==> config.mk <==
export PLATFORM = sky130hd
export DESIGN_NAME = switch_event_arbiter
export DESIGN_NICKNAME = d
export VERILOG_FILES = /design/src/rtl/switch_evt_pkg.sv /design/src/rtl/switch_evt_channel.sv /design/src/rtl/switch_event_arbiter.sv
export SDC_FILE = /design/constraint.sdc
export NUM_CORES = 1
export LEC_CHECK = 0
export CORE_ASPECT_RATIO = 0.75
export CORE_MARGIN = 8
export CORE_UTILIZATION = 51
export DETAILED_ROUTE_END_ITERATION = 8
export PLACE_DENSITY = 0.76
export SLEW_MARGIN = 10
export SYNTH_ARGS = -nofsm -noshare
export SYNTH_HDL_FRONTEND = slang
export SYNTH_SLANG_ARGS = --single-unit
==> constraint.sdc <==
create_clock -name i_Clk -period 3 [get_ports i_Clk]
set_input_delay 0.6 -clock i_Clk [delete_from_list [all_inputs] [get_ports i_Clk]]
set_output_delay 0.6 -clock i_Clk [all_outputs]
set_load 0.01 [all_outputs]
==> src/rtl/switch_evt_pkg.sv <==
// switch_evt_pkg: event-type codes and index-width helper shared by the switch event arbiter files
package switch_evt_pkg;
  typedef enum logic [1:0] {
    EVT_NONE    = 2'b00,
    EVT_PRESS   = 2'b01,
    EVT_RELEASE = 2'b10,
    EVT_LONG    = 2'b11
  } evt_t;
  function automatic int idx_w(input int n);
    return (n > 1) ? $clog2(n) : 1;
  endfunction
endpackage

==> src/rtl/switch_evt_channel.sv <==
// switch_evt_channel: one switch -- 2-flop sync, tick-sampled debounce, long-press counter, pending PRESS/LONG/RELEASE flags (i_clr clears, set wins) and sticky overflow
module switch_evt_channel
  import switch_evt_pkg::*;
#(
  parameter int LONG_PRESS_TICKS = 100
) (
  input  logic       i_Clk,
  input  logic       i_Rst_L,
  input  logic       i_switch,
  input  logic       i_tick,
  input  logic [2:0] i_clr,
  output logic       o_debounced,
  output logic [2:0] o_pend,
  output logic       o_overflow
);
  localparam int CNT_W = idx_w(LONG_PRESS_TICKS + 1);
  logic [1:0]       r_sync;
  logic             r_sample, r_deb, r_ovf;
  logic [2:0]       r_pend;
  logic [CNT_W-1:0] r_cnt;
  logic             w_stable, w_rise, w_fall, w_long;
  logic [2:0]       w_set;
  assign w_stable    = i_tick && r_sync[1] == r_sample && r_sync[1] != r_deb;
  assign w_rise      = w_stable && r_sync[1];
  assign w_fall      = w_stable && !r_sync[1];
  assign w_long      = i_tick && r_deb && r_cnt == CNT_W'(LONG_PRESS_TICKS - 1);
  assign w_set       = {w_fall, w_long, w_rise};
  assign o_debounced = r_deb;
  assign o_pend      = r_pend;
  assign o_overflow  = r_ovf;
  always_ff @(posedge i_Clk or negedge i_Rst_L) begin
    if (!i_Rst_L) begin
      r_sync   <= '0;
      r_sample <= 1'b0;
      r_deb    <= 1'b0;
      r_cnt    <= '0;
      r_pend   <= '0;
      r_ovf    <= 1'b0;
    end else begin
      r_sync <= {r_sync[0], i_switch};
      if (i_tick) r_sample <= r_sync[1];
      if (w_stable) r_deb <= r_sync[1];
      if (w_rise) r_cnt <= '0;
      else if (i_tick && r_deb && r_cnt != CNT_W'(LONG_PRESS_TICKS)) r_cnt <= r_cnt + 1'b1;
      r_pend <= (r_pend & ~i_clr) | w_set;
      r_ovf  <= r_ovf | |(w_set & r_pend & ~i_clr);
    end
  end
endmodule

==> src/rtl/switch_event_arbiter.sv <==
// switch_event_arbiter: shared-prescaler debounce of i_Switch into o_Debounced, PRESS/LONG/RELEASE events serialised round-robin on o_Evt_Valid/i_Evt_Ready/o_Evt_Sw/o_Evt_Type, sticky o_Overflow
module switch_event_arbiter
  import switch_evt_pkg::*;
#(
  parameter int NUM_SW           = 4,
  parameter int DEBOUNCE_LIMIT   = 250000,
  parameter int LONG_PRESS_TICKS = 100
) (
  input  logic                       i_Clk,
  input  logic                       i_Rst_L,
  input  logic [NUM_SW-1:0]          i_Switch,
  output logic [NUM_SW-1:0]          o_Debounced,
  output logic                       o_Evt_Valid,
  input  logic                       i_Evt_Ready,
  output logic [idx_w(NUM_SW)-1:0]   o_Evt_Sw,
  output logic [1:0]                 o_Evt_Type,
  output logic [NUM_SW-1:0]          o_Overflow
);
  localparam int SW_W  = idx_w(NUM_SW);
  localparam int PRE_W = idx_w(DEBOUNCE_LIMIT);
  logic [PRE_W-1:0]         r_pre;
  logic [SW_W-1:0]          r_rr, r_sw, w_sel, w_idx;
  logic                     r_valid, w_tick, w_adv, w_found;
  evt_t                     r_type, w_type;
  logic [2:0]               w_onehot;
  logic [NUM_SW-1:0][2:0]   w_pend, w_clr;
  assign w_tick      = r_pre == PRE_W'(DEBOUNCE_LIMIT - 1);
  assign w_adv       = !r_valid || i_Evt_Ready;
  assign o_Evt_Valid = r_valid;
  assign o_Evt_Sw    = r_sw;
  assign o_Evt_Type  = r_type;
  always_comb begin
    w_found = 1'b0;
    w_sel   = '0;
    w_idx   = '0;
    for (int i = 0; i < NUM_SW; i++) begin
      w_idx = SW_W'((int'(r_rr) + i) % NUM_SW);
      if (!w_found && |w_pend[w_idx]) begin
        w_found = 1'b1;
        w_sel   = w_idx;
      end
    end
  end
  // PRESS before LONG before RELEASE keeps a channel's events in causal order
  assign w_type   = w_pend[w_sel][0] ? EVT_PRESS : w_pend[w_sel][1] ? EVT_LONG : EVT_RELEASE;
  assign w_onehot = w_pend[w_sel][0] ? 3'b001 : w_pend[w_sel][1] ? 3'b010 : 3'b100;
  for (genvar g = 0; g < NUM_SW; g++) begin : g_ch
    assign w_clr[g] = (w_adv && w_found && w_sel == SW_W'(g)) ? w_onehot : 3'b000;
    switch_evt_channel #(.LONG_PRESS_TICKS(LONG_PRESS_TICKS)) u_ch (
      .i_Clk       (i_Clk),
      .i_Rst_L     (i_Rst_L),
      .i_switch    (i_Switch[g]),
      .i_tick      (w_tick),
      .i_clr       (w_clr[g]),
      .o_debounced (o_Debounced[g]),
      .o_pend      (w_pend[g]),
      .o_overflow  (o_Overflow[g])
    );
  end
  always_ff @(posedge i_Clk or negedge i_Rst_L) begin
    if (!i_Rst_L) begin
      r_pre   <= '0;
      r_rr    <= '0;
      r_valid <= 1'b0;
      r_sw    <= '0;
      r_type  <= EVT_NONE;
    end else begin
      r_pre <= w_tick ? '0 : r_pre + 1'b1;
      if (w_adv) begin
        r_valid <= w_found;
        if (w_found) begin
          r_sw   <= w_sel;
          r_type <= w_type;
          r_rr   <= (w_sel == SW_W'(NUM_SW - 1)) ? '0 : w_sel + 1'b1;
        end
      end
    end
  end
endmodule

# Word level (Yosys, flattened, before mapping)
# Index checks and enable logic that the tools add are counted.
# word_totals
ff_bits,85
latchBits,0
ramBits,0
romBits,0
elab_cells,182
n_memories,0
# classes
n_addsub,9
mul,0
div_mod_pow,0
magnitude_cmp,5
eq_ne,20
shift,0
n_mux,36
n_bitwise,24
n_reduce_logical,59
# op_table
operator,count
$mux 7,8
$and 3x3->3,12
$logic_and 1x1->1,36
$bmux 3 s2,5
$mux 3,10
$add 7x1->7 const B,4
$eq 7x7->1 const B,4
$ne 7x7->1 const B,4
$reduce_or 3->1,8
$add 18x1->18 const B,1
$eq 18x18->1 const B,1
$mux 18,1
$lt 2x3->1 const B,5
$mux 2,7
$not 3->3,4
$or 3x3->3,4
$logic_not 1->1,8
$reduce_bool 2->1,4
$mux 1,5
$add 2x1->2 const B,2
$add 2x2->2 const B,2
$eq 1x1->1,4
$eq 2x2->1 const B,2
$ne 1x1->1,4
other kinds (5),8

# Depth between registers and ports, before layout
# logic_depth
word_depth,22
mapped_depth,12
depth_no_buf,11

# Modules after synthesis
# From an unflattened synthesis, not the netlist that was laid out.
# unflattened
cells_unflattened,416
area_unflattened_um2,4341.7
# by_module_without_submodules
mod,instances,cells_each,area_per_inst_um2
switch_evt_channel,4,67,724.4
switch_event_arbiter,1,148,1443.9

# Worst setup path before layout
# No wires, ideal clock.
# synth_path
kind,register to register
from,register g_ch[0].u_ch.r_pend[0]
to,register g_ch[3].u_ch.r_ovf
arrival_ns,2.370
slack_ns,0.494
path_stages_with_launch,12
path_buffers,0
period_less_slack_ns,2.506
cell_sequence,dfrtp_1 -> or3_1 -> and3_1 -> a21oi_2 -> nand2_2 -> clkinv_1 -> ha_1 -> nand2_1 -> a41o_1 -> a21o_2 -> a31oi_1 -> o211ai_1
# synth_via
elab_chain_len,22
word_cells_on_any_way,38
cone_classes,1 x eq/ne; 21 x mux; 3 x bitwise; 13 x reduce/logical
# synth_lines
item,line_no,source
start: declaration,switch_evt_channel.sv:19,logic [2:0] r_pend;
start signal: assignment,switch_evt_channel.sv:45,r_pend <= (r_pend & ~i_clr) | w_set;
$bmux 3 s2,switch_event_arbiter.sv:38,if (!w_found && |w_pend[w_idx]) begin
$mux 3 (implied by the code),switch_event_arbiter.sv:38,
$reduce_or 3->1,switch_event_arbiter.sv:38,
$mux 1,switch_event_arbiter.sv:38,
$logic_not 1->1,switch_event_arbiter.sv:38,
$logic_and 1x1->1,switch_event_arbiter.sv:38,
$mux 1,switch_event_arbiter.sv:38,
$logic_not 1->1,switch_event_arbiter.sv:38,
[... 5 more ...],n/a,
via w_sel[0],switch_event_arbiter.sv:22,"logic [SW_W-1:0] r_rr, r_sw, w_sel, w_idx;"
$bmux 3 s2,switch_event_arbiter.sv:46,assign w_onehot = w_pend[w_sel][0] ? 3'b001 : w_pend[w_sel][1] ? 3'b010 : 3'b100;
$mux 2 (implied by the code),switch_event_arbiter.sv:46,
$mux 3 (2 in a row),switch_event_arbiter.sv:46,
$mux 3 *,switch_event_arbiter.sv:48,assign w_clr[g] = (w_adv && w_found && w_sel == SW_W'(g)) ? w_onehot : 3'b000;
$not 3->3 *,switch_evt_channel.sv:46,r_ovf <= r_ovf | |(w_set & r_pend & ~i_clr);
$and 3x3->3 *,switch_evt_channel.sv:46,
$reduce_or 3->1 *,switch_evt_channel.sv:46,
$or 1x1->1 *,switch_evt_channel.sv:46,
end signal: assignment,switch_evt_channel.sv:46,
end: declaration,switch_evt_channel.sv:18,"logic r_sample, r_deb, r_ovf;"
# The timed path passes the listed nets; every way through them passes the cells marked *. The select of a mux whose other input is x is not followed.
# A chain may end at the register's enable or synchronous reset.

# Worst setup path after layout
# Same ends and word-level chain as after synthesis.

==> insert_results.sql <==
INSERT INTO impl_metrics (metric_group, metric, value, unit) VALUES
('global_route', 'grt_pass1_wl', '15.2', 'mm'),
('floorplanning', 'die_height', '95.8', 'um'),
('pwr', 'switching_share', '35.1', '%'),
('critical_path', 'worst-endpoint-arrival', '3020', 'ps'),
('logic_synthesis', 'edff_count_synth', '0', ''),
('pwr', 'p_leak', '2.26', 'nW'),
('clock_tree', 'clkTransAtPathRegs', '70', 'ps'),
('final_layout', 'areaGrowthSynthToFinish', '14.6', '%'),
('global_route', 'grt_pass1_vias', '3143', ''),
('sta', 'finalSetupViolations', '0', ''),
('clock_tree', 'tritoncts_num_sinks', '85', ''),
('logic_synthesis', 'synth_cell_type_count', '55', ''),
('pwr', 'power', '4.18', 'mW'),
('sta', 'post-route-min-period', '2820', 'ps'),
('floorplanning', 'core_region_area', '0.00835', 'mm^2'),
('clock_tree', 'clock_tree.htree_level_count', '3', ''),
('routing', 'drt_pass1_iterations', '4', ''),
('logic_synthesis', 'synthArstFlopShare', '100', '%'),
('critical_path', 'critical_path_peak_fanout', '8', ''),
('sta', 'finalMaxSlewViolations', '0', ''),
('clock_tree', 'cts_root_buf', 'sky130_fd_sc_hd__clkbuf_16', ''),
('sta', 'holdWs', '309', 'ps'),
('final_layout', 'post_route_cells_drive_above_1_share', '9.33', '%'),
('routing', 'drt_iter0_markers', '289', ''),
('critical_path', 'setup.worst_path.class', 'flop to flop', ''),
('sta', 'rsz_0062_raised_after_global_routing', 'false', ''),
('logic_synthesis', 'post_synth_most_frequent_cells', 'sky130_fd_sc_hd__dfrtp_1 (85), sky130_fd_sc_hd__nor2_1 (49), sky130_fd_sc_hd__nand2_1 (40)', ''),
('critical_path', 'critical_path.endpoint_type', 'flop', ''),
('placed_design', 'buffer_ports.inserted', '19', ''),
('routing', 'drt_wl_total', '8.67', 'mm'),
('final_layout', 'fin_nets', '476', ''),
('logic_synthesis', 'synthDominantCellAreaShare', '49.1', '%'),
('sta', 'slew_headroom', '54.0', '%'),
('outcome', 'result_of_the_run', 'finished clean', ''),
('pwr', 'netSwitchingPower', '1.47', 'mW'),
('global_route', 'grt_max_degree', '54', ''),
('floorplanning', 'start_util', '51.9', '%'),
('routing', 'ant_nets', '0', ''),
('critical_path', 'critical_path.startpoint_type', 'flop', ''),
('logic_synthesis', 'synth_area_per_cell', '9.86', 'um^2'),
('logic_synthesis', 'syn-instance-count', '439', ''),
('clock_tree', 'tritoncts', 'built', ''),
('final_layout', 'post-route-cell-area', '0.00496', 'mm^2'),
('global_route', 'global_route.usage.total', '16.3', '%'),
('floorplanning', 'design.portCount', '20', ''),
('floorplanning', 'floorplan.rows', '29', ''),
('pwr', 'internal_power_of_the_cells', '2.72', 'mW'),
('routing', 'drt_drc_violations_left', '0', ''),
('placed_design', 'place_area', '0.00460', 'mm^2'),
('sta', 'finClkSkew', '9.74', 'ps'),
('placed_design', 'place_inst', '553', ''),
('logic_synthesis', 'ys_seq_area_share', '49.1', '%'),
('clock_tree', 'clock_tree_buffer_depth', '2', ''),
('routing', 'viasPerCell', '5.59', ''),
('pwr', 'power_frac_seq', '32.7', '%'),
('routing', 'dr_total_vias', '3178', ''),
('sta', 'timing.final.crit_share', '94.0', '%'),
('worst_hold_path', 'min-delay-path-class', 'primary input to async pin', ''),
('placed_design', 'gp_congestion', '0.884', ''),
('logic_synthesis', 'netlist.top_cell.by_area', 'sky130_fd_sc_hd__dfrtp_1', ''),
('logic_synthesis', 'synthesized_flop_and_latch_total', '85', ''),
('sta', 'setup-tns-final', '0', 'ps'),
('placed_design', 'post-dp-hpwl', '6.17', 'mm'),
('pwr', 'power_density', '843', 'mW/mm^2'),
('logic_synthesis', 'syn_nets', '459', ''),
('run', 'max_cap_viol_count', '0', ''),
('clock_tree', 'cts_hold_buf', '0', ''),
('clock_tree', 'clkLatencyLatePin', '340', 'ps'),
('final_layout', 'antennaDiodeCount', '0', ''),
('global_route', 'antenna_violations_before_repair', '0', ''),
('logic_synthesis', 'yosys_warnings', '0', '');
## cell usage in the layout (no fill, tap or decap), drive strengths merged, types with 3 or more instances in the layout
| cell type | instances |
|---|---|
| or3 | 5 |
| nor2 | 49 |
| a21o | 3 |
| bufinv | 3 |
| mux2i | 6 |
| xor2 | 27 |
| o31ai | 4 |
| clkdlybuf4s50 | 18 |
| ha | 13 |
| nand2 | 41 |
| and2 | 4 |
| a21oi | 15 |
| a31oi | 4 |
| dfrtp | 85 |
| mux2 | 3 |
| nor3 | 11 |
| o21ai | 22 |
| xnor2 | 9 |
| and3b | 4 |
| inv | 17 |
| clkbuf | 11 |
| nand4 | 16 |
| nor4bb | 3 |
| and3 | 17 |
| o211ai | 8 |
| nand3 | 26 |
| buf | 9 |
## registers in the layout (all words and copies together) (netlist names)
name                   cells
o_Evt_Sw                   2
g_ch.u_ch.o_debounced      4
g_ch.u_ch.r_sync           8
r_pre                     18
g_ch.u_ch.o_pend          12
o_Evt_Type                 2
o_Evt_Valid                1
g_ch.u_ch.r_cnt           28
g_ch.u_ch.o_overflow       4
g_ch.u_ch.r_sample         4
r_rr                       2
## layer usage
layer	routed length [um]	up-vias	part of all wire, %	global-route usage, %
li1	-	1570	-	-
met1	4290	1528	49	22.5
met2	3790	69	44	24.6
met3	464	11	5.3	4.28
met4	131	0	1.5	5.66
met5	0	-	0	0
## critical path: stages, from the launching register on
cell and delay [ps]:
sky130_fd_sc_hd__dfrtp_1 460, sky130_fd_sc_hd__or3_1 420, sky130_fd_sc_hd__and3_1 210, sky130_fd_sc_hd__a21oi_2 230
sky130_fd_sc_hd__nand2_2 180, sky130_fd_sc_hd__clkinv_1 190, sky130_fd_sc_hd__ha_1 190, sky130_fd_sc_hd__nand2_1 110
sky130_fd_sc_hd__a41o_1 240, sky130_fd_sc_hd__a21o_2 190, sky130_fd_sc_hd__a31oi_1 150, sky130_fd_sc_hd__o211ai_1 100
## timing repair
item | in CTS | in global routing
gates resized for setup | 0 | 1
setup buffers | 0 | 0
endpoints found under the setup margin | 0 | 7
## kinds of logic (layout without fill, tap and decap cells)
family / Yosys count / count (layout) / synth area share [%]
flip-flops: 85 / 85 / 49.1
buffers and inverters: 39 / 61 / 4.42
AND/OR/NAND/NOR: 187 / 187 / 22.1
AO/OA/AOI/OAI: 70 / 70 / 11.1
multiplexers: 9 / 9 / 2.25
adder cells (fa/ha/maj): 13 / 13 / 3.76
XOR/XNOR: 36 / 36 / 7.28
## final cells by class
type	instances	area [um^2]
multi-input cells	315	2010
inverters	18	67.6
clock buffers	11	253
well taps	108	135
clock inverters	5	106
repair buffers	27	260
fillers	690	3380
flip-flops and latches	85	2130
## power by group through the flow
stage          Sequential, mW  Combinational, mW  Clock, mW
2_1_floorplan            1.36               1.10          0
3_3_place_gp             1.38               1.49          0
3_5_place_dp             1.39               1.48          0
4_1_cts                  1.37               1.50       1.33
5_1_grt                  1.38               1.67       1.37
6_report                 1.37               1.51       1.30
## through the flow
stage	worst slack, ps	utilization (%)
after floorplan	494	-
after global placement	275	55.1
after detailed placement	199	55.1
after CTS	155	59.4
after global routing	24.7	59.4
final	181	59.4
## path summary, 6_finish.rpt
kind                                         from                       end  cells past startpoint
max                        g_ch[0].u_ch.o_pend[0]   g_ch[3].u_ch.o_overflow                     11
min                                       i_Rst_L  g_ch[0].u_ch.o_debounced                      1
max reg2reg                g_ch[0].u_ch.o_pend[0]   g_ch[3].u_ch.o_overflow                     11
min reg2reg                g_ch[0].u_ch.r_sync[0]    g_ch[0].u_ch.r_sync[1]                      0
max in group asynchronous                 i_Rst_L     g_ch[1].u_ch.r_cnt[5]                      2
min in group i_Clk         g_ch[0].u_ch.r_sync[0]    g_ch[0].u_ch.r_sync[1]                      0
Power figures use the tool's default switching activity.
